File: src/rtl/lc2k_pkg.sv
// +--------------------------------------------------------------------+
// | lc2k_pkg: shared opcodes, instruction field positions and the       |
// | fetch controller state encoding for the LC2K front end.             |
// | Revision: 1.0                                                       |
// +--------------------------------------------------------------------+
`default_nettype none

package lc2k_pkg;

  localparam logic [2:0] c_OP_ADD  = 3'd0;
  localparam logic [2:0] c_OP_NOR  = 3'd1;
  localparam logic [2:0] c_OP_LW   = 3'd2;
  localparam logic [2:0] c_OP_SW   = 3'd3;
  localparam logic [2:0] c_OP_BEQ  = 3'd4;
  localparam logic [2:0] c_OP_JALR = 3'd5;
  localparam logic [2:0] c_OP_HALT = 3'd6;
  localparam logic [2:0] c_OP_NOOP = 3'd7;

  localparam int c_OPC_MSB  = 24;
  localparam int c_OPC_LSB  = 22;
  localparam int c_RA_MSB   = 21;
  localparam int c_RA_LSB   = 19;
  localparam int c_RB_MSB   = 18;
  localparam int c_RB_LSB   = 16;
  localparam int c_DEST_MSB = 2;
  localparam int c_DEST_LSB = 0;
  localparam int c_OFF_MSB  = 15;

  typedef enum logic [2:0] {
    FETCH  = 3'd0,
    WAIT_I = 3'd1,
    DECODE = 3'd2,
    EXEC   = 3'd3,
    WB     = 3'd4,
    UPDATE = 3'd5,
    HALT   = 3'd6
  } state_t;

  function automatic logic [31:0] sext16(input logic [15:0] v);
    return {{16{v[15]}}, v};
  endfunction

endpackage

`default_nettype wire

File: src/rtl/lc2k_inst_decode.sv
// +--------------------------------------------------------------------+
// | lc2k_inst_decode: combinational field extraction and write-back     |
// | select decode for one LC2K instruction word.                        |
// | Revision: 1.0                                                       |
// +--------------------------------------------------------------------+
`default_nettype none

module lc2k_inst_decode
  import lc2k_pkg::*;
(
  input  logic [31:0] i_ir,
  output logic [2:0]  o_opcode,
  output logic [2:0]  o_reg_a,
  output logic [2:0]  o_reg_b,
  output logic [2:0]  o_dest,
  output logic [31:0] o_offset_ext,
  output logic        o_writes_reg,
  output logic        o_wb_sel_pc
);

  logic [2:0] w_op;
  logic       w_unused_hi;

  assign w_op         = i_ir[c_OPC_MSB:c_OPC_LSB];
  assign o_opcode     = w_op;
  assign o_reg_a      = i_ir[c_RA_MSB:c_RA_LSB];
  assign o_reg_b      = i_ir[c_RB_MSB:c_RB_LSB];
  assign o_offset_ext = sext16(i_ir[c_OFF_MSB:0]);
  assign w_unused_hi  = ^i_ir[31:c_OPC_MSB+1];

  always_comb begin
    o_writes_reg = 1'b0;
    o_wb_sel_pc  = 1'b0;
    o_dest       = i_ir[c_RB_MSB:c_RB_LSB];
    case (w_op)
      c_OP_ADD, c_OP_NOR: begin
        o_writes_reg = 1'b1;
        o_dest       = i_ir[c_DEST_MSB:c_DEST_LSB];
      end
      c_OP_LW:   o_writes_reg = 1'b1;
      c_OP_JALR: begin
        o_writes_reg = 1'b1;
        o_wb_sel_pc  = 1'b1;
      end
      default: ;
    endcase
  end

endmodule

`default_nettype wire

File: src/rtl/lc2k_fetch_ctrl.sv
// +--------------------------------------------------------------------+
// | lc2k_fetch_ctrl: multi-cycle fetch/decode/sequencing controller.    |
// | Optional retired-instruction counter: define LC2K_INST_COUNT_EN.    |
// | Revision: 1.0                                                       |
// +--------------------------------------------------------------------+
`default_nettype none

module lc2k_fetch_ctrl
  import lc2k_pkg::*;
#(
  parameter int                  PC_WIDTH = 16,
  parameter logic [PC_WIDTH-1:0] RESET_PC = '0
) (
  input  logic                clk,
  input  logic                reset,
  output logic                imem_req,
  output logic [PC_WIDTH-1:0] imem_addr,
  input  logic                imem_ack,
  input  logic [31:0]         imem_rdata,
  output logic [2:0]          read_regA,
  output logic [2:0]          read_regB,
  output logic [2:0]          write_reg,
  output logic [2:0]          opcode,
  output logic [31:0]         offset_ext,
  output logic                ex_start,
  input  logic                ex_done,
  input  logic                ex_eq,
  input  logic [PC_WIDTH-1:0] ex_target,
  output logic                reg_write_en,
  output logic                wb_sel_pc,
  output logic [PC_WIDTH-1:0] pc,
  output logic                halted
`ifdef LC2K_INST_COUNT_EN
  ,
  output logic [31:0]         inst_count
`endif
);

  localparam logic [PC_WIDTH-1:0] c_PC_ONE = 1;

  state_t              r_state;
  state_t              w_state_nxt;
  logic [31:0]         r_ir;
  logic [PC_WIDTH-1:0] r_pc;
  logic [PC_WIDTH-1:0] r_target;
  logic [PC_WIDTH-1:0] w_pc_inc;
  logic [PC_WIDTH-1:0] w_pc_nxt;
  logic                r_req;
  logic                r_eq;
  logic                r_halted;
  logic                w_writes_reg;

  lc2k_inst_decode u_decode (
    .i_ir         (r_ir),
    .o_opcode     (opcode),
    .o_reg_a      (read_regA),
    .o_reg_b      (read_regB),
    .o_dest       (write_reg),
    .o_offset_ext (offset_ext),
    .o_writes_reg (w_writes_reg),
    .o_wb_sel_pc  (wb_sel_pc)
  );

  // Reset gates the request combinationally so a pending fetch drops at once.
  assign imem_req  = r_req & ~reset;
  assign imem_addr = r_pc;
  assign pc        = r_pc;
  assign halted    = r_halted;

  always_comb begin
    w_state_nxt  = r_state;
    ex_start     = 1'b0;
    reg_write_en = 1'b0;
    case (r_state)
      FETCH:  w_state_nxt = WAIT_I;
      WAIT_I: if (imem_ack) w_state_nxt = DECODE;
      DECODE: begin
        if (opcode == c_OP_HALT) begin
          w_state_nxt = HALT;
        end else if (opcode == c_OP_NOOP) begin
          w_state_nxt = UPDATE;
        end else begin
          w_state_nxt = EXEC;
          ex_start    = 1'b1;
        end
      end
      EXEC:   if (ex_done) w_state_nxt = WB;
      WB: begin
        reg_write_en = w_writes_reg;
        w_state_nxt  = UPDATE;
      end
      UPDATE: w_state_nxt = FETCH;
      HALT:   w_state_nxt = HALT;
      default: w_state_nxt = FETCH;
    endcase
  end

  // Offset is truncated to the PC width so branch wrap-around is modular.
  always_comb begin
    w_pc_inc = r_pc + c_PC_ONE;
    w_pc_nxt = w_pc_inc;
    if (opcode == c_OP_BEQ && r_eq) begin
      w_pc_nxt = w_pc_inc + offset_ext[PC_WIDTH-1:0];
    end else if (opcode == c_OP_JALR) begin
      w_pc_nxt = r_target;
    end
  end

  always_ff @(posedge clk) begin
    if (reset) begin
      r_state  <= FETCH;
      r_ir     <= '0;
      r_pc     <= RESET_PC;
      r_target <= '0;
      r_req    <= 1'b0;
      r_eq     <= 1'b0;
      r_halted <= 1'b0;
    end else begin
      r_state <= w_state_nxt;
      case (r_state)
        FETCH:  r_req <= 1'b1;
        WAIT_I: if (imem_ack) begin
          r_ir  <= imem_rdata;
          r_req <= 1'b0;
        end
        DECODE: if (opcode == c_OP_HALT) r_halted <= 1'b1;
        EXEC:   if (ex_done) begin
          r_eq     <= ex_eq;
          r_target <= ex_target;
        end
        UPDATE: r_pc <= w_pc_nxt;
        default: ;
      endcase
    end
  end

`ifdef LC2K_INST_COUNT_EN
  logic [31:0] r_inst_count;

  always_ff @(posedge clk) begin
    if (reset) begin
      r_inst_count <= '0;
    end else if (r_state == UPDATE || (r_state == DECODE && opcode == c_OP_HALT)) begin
      r_inst_count <= r_inst_count + 32'd1;
    end
  end

  assign inst_count = r_inst_count;
`endif

endmodule

`default_nettype wire

File: config.mk
export PLATFORM = sky130hd
export DESIGN_NAME = lc2k_fetch_ctrl
export DESIGN_NICKNAME = d
export VERILOG_FILES = /design/src/rtl/lc2k_pkg.sv /design/src/rtl/lc2k_inst_decode.sv /design/src/rtl/lc2k_fetch_ctrl.sv
export SDC_FILE = /design/constraint.sdc
export NUM_CORES = 1
export LEC_CHECK = 0
export CAP_MARGIN = 20
export CORE_ASPECT_RATIO = 1.2
export CORE_MARGIN = 2
export CORE_UTILIZATION = 34
export CTS_BUF_LIST = sky130_fd_sc_hd__clkbuf_4 sky130_fd_sc_hd__clkbuf_8
export CTS_CLUSTER_DIAMETER = 120
export DETAILED_ROUTE_END_ITERATION = 7
export PLACE_DENSITY = 0.58
export SLEW_MARGIN = 20
export SYNTH_ARGS = -nofsm -noshare
export SYNTH_HDL_FRONTEND = slang
export SYNTH_SLANG_ARGS = --single-unit
File: constraint.sdc
create_clock -name clk -period 3.2 [get_ports clk]
set_input_delay 0.64 -clock clk [delete_from_list [all_inputs] [get_ports clk]]
set_output_delay 0.64 -clock clk [all_outputs]
set_load 0.02 [all_outputs]
==> impl_metrics.tcl <==
set metrics [dict create \
    synth_nets 602 \
    synth_edf_count 0 \
    period_share_pct 92.5 \
    post_cts_resized 0 \
    irDropWorstVdd_mv 0.191 \
    start_kind "register" \
    cap_violations 0 \
    hpwl_mm 9.23 \
    synth_top_cell_by_area "dfxtp_1" \
    drcViolationCount 0 \
    nNetsFinal 692 \
    outcome "completed" \
    cts_tree "yes" \
    first_pass_iters 6 \
    synth_seq_cells 63 \
    grt_remaining_overflow 0 \
    reg2reg_setup_slack_ns 0.24 \
    insertion_delay_ns 0.35 \
    utilization_pct 47.2 \
    syn_to_final_growth_pct 34.9 \
    arrival_ns 3.20 \
    fin_crit_ns 2.96 \
    dp_worst_setup_slack_ns 0.192 \
    drive_above_1_share_pct 9.15 \
    path_clk_slew_ns 0.07 \
    min_from "r_target[15]" \
    die_area_um2 12900 \
    synthesis.area_um2 4070 \
    p_per_area_nw_per_um2 352 \
    crit_path_max_fanout 7 \
    core_um2 11600 \
    die_h_um 124 \
    totalWireLength_mm 12.2 \
    yosys-top-cells-area "dfxtp_1 (31%), nand2_1 (9.7%), a21oi_1 (7.9%)" \
    grt_max_degree 36 \
    clockRootBuffer "clkbuf_8" \
    finalSetupTns_ns 0 \
    pin_count 134 \
    htreeDepth 3 \
    synth_cells 528 \
    antennaDiodeCount 0 \
    syn_area_per_cell_um2 7.71 \
    cp_data_required_time_ns 3.44 \
    setup_viol 0 \
    wl_per_cell_um 15.7 \
    holdPathStages 2 \
    hold_viol 0 \
    worstMarginPinSlew_ns 0.703 \
    start_util_pct 35.0 \
    clock_path_buffers 2 \
    grt_pass1_wl_mm 19.4 \
    grt_pass1_vias 3731 \
    maxSlewHeadroom_pct 53.1 \
    synth_flop_cell "dfxtp_1" \
    grt.total_usage_pct 19.2 \
    fmax_mhz 338 \
    gp_congestion 0.873 \
    vias 3944 \
    vias_per_cell 5.06 \
    portBuffers 126 \
    critical_path_class "register to register" \
    slew_viol_final 0 \
    cts_sinks 63 \
    drtAntennaViolNets 0 \
    reg2reg_from "imem_addr[1]" \
    synth-seq-area-share_pct 31.0 \
    drtIter0Drc 239 \
    skew_ns 0.00609 \
    worstRegToRegCells 11 \
    setup_slack_ns 0.239 \
    yosysWarningCount 0 \
    num_rows 43 \
    antenna_found_initial 0 \
    cts_buffers 9 \
    synth_cell_types 59 \
    dieWidth_um 104 \
    worstSetupEndpointType "register" \
    netlist.area_leader.share_pct 31.0 \
    leakage_uw 0.00206 \
    synthArstFlopShare_pct 0 \
    r2r-end "imem_addr[15]" \
    holdCritPathClass "register to register" \
    rsz0062_at_grt "no" \
    holdPathEnd "r_target[15]" \
]
state kept, by name, summed over array words and instances, names as in the netlist:
| name | count |
|---|---|
| halted | 1 |
| imem_addr | 16 |
| r_ir | 25 |
| r_eq | 1 |
| r_state | 3 |
| r_target | 16 |
| r_req | 1 |
logic make-up after synthesis:
logic type	count (synthesis)	share of synthesized area, %
mux	13	3.35
simple gates	205	24.2
fa+ha+maj	21	6.64
buf+inv	72	10.3
compound gates	128	18.9
flops	63	31.0
xor+xnor	26	5.60
layout make-up:
class,count,area [µm²]
inverter,10,37.5
tap,157,196
multi-input combinational,393,2400
clock inverter,2,35.0
timing repair buffer,141,1370
sequential,63,1260
fill,1177,6130
clock buffer,14,193
where the power goes:
group / leakage [µW] / total (µW) / switching, µW / internal, µW
Sequential: 0.000511 / 847 / 36.9 / 810
Combinational: 0.00143 / 311 / 156 / 155
Clock: 0.000119 / 775 / 310 / 465
per-layer routing:
layer	track usage [%]	vias up	share of wire [%]	wire, µm
met2	32.2	118	47	5780
met1	23.9	1816	45	5490
met3	4.66	16	5.3	653
met4	7.60	0	2.4	295
met5	0	-	0	0
li1	-	1994	-	-
Yosys cell counts, types with 4 or more instances:
cell	count
buf_2	16
nor3_1	7
a31oi_1	6
nand2b_1	5
ha_1	20
nor2_1	40
buf_4	32
xnor2_1	16
mux2i_1	8
dfxtp_1	63
a211oi_1	9
mux2_2	5
xor2_1	10
o21ai_0	22
nor2b_1	4
inv_1	8
nand4_1	7
clkbuf_1	13
nand2_1	105
a21oi_1	64
and3_1	5
nand3_1	10
worst max path at each step:
| stage | start | end | depth (start not counted) |
|---|---|---|---|
| finish | imem_addr[1] | imem_addr[15] | 11 |
| global route | imem_addr[1] | imem_addr[11] | 12 |
| CTS | imem_addr[1] | imem_addr[11] | 11 |
| detailed placement | imem_addr[1] | imem_addr[11] | 11 |
| global placement | imem_addr[1] | imem_addr[11] | 11 |
| floorplan | imem_addr[1] | imem_addr[11] | 12 |
metrics by stage:
stage	cell area [µm²]	instances	hold WS, ns	total power [µW]
3_3_place_gp	5250	763	0.441	1170
6_report	5490	780	0.454	1930
4_1_cts	5480	779	0.455	1960
2_1_floorplan	4070	528	0.431	1030
3_5_place_dp	5250	763	0.447	1180
5_1_grt	5490	780	0.478	2020
layout by cell type, fill, tap and decap left out, types with 3 or more instances in the layout:
cell             count
clkdlybuf4s50_1    125
nand2_1            105
a21oi_1             64
dfxtp_1             63
nor2_1              40
o21ai_0             22
ha_1                20
xnor2_1             16
buf_4               15
clkbuf_8            14
xor2_1              10
nand3_1             10
a211oi_1             9
inv_1                8
mux2i_1              8
nand4_1              7
nor3_1               7
a31oi_1              6
mux2_2               5
and3_1               5
nand2b_1             5
nor2b_1              4
nor4_2               3
o22ai_1              3
or3_1                3
a221oi_1             3
worst max-delay path, stage by stage (launching register included):
cell	delay, ns
dfxtp_1	0.45
ha_1	0.25
nand3_2	0.20
nor2_1	0.17
xor2_1	0.30
ha_1	0.32
nand2_1	0.08
o21ai_1	0.22
o211ai_1	0.17
o311ai_1	0.45
xnor2_1	0.17
o21ai_1	0.07
repair_timing:
| item | 4_1_cts | 5_1_grt |
|---|---|---|
| endpoints found under the setup margin | 0 | 1 |
| buffers inserted | 0 | 1 |
| hold buffers | 0 | 0 |
No activity file was read; power rests on OpenSTA's default activity.
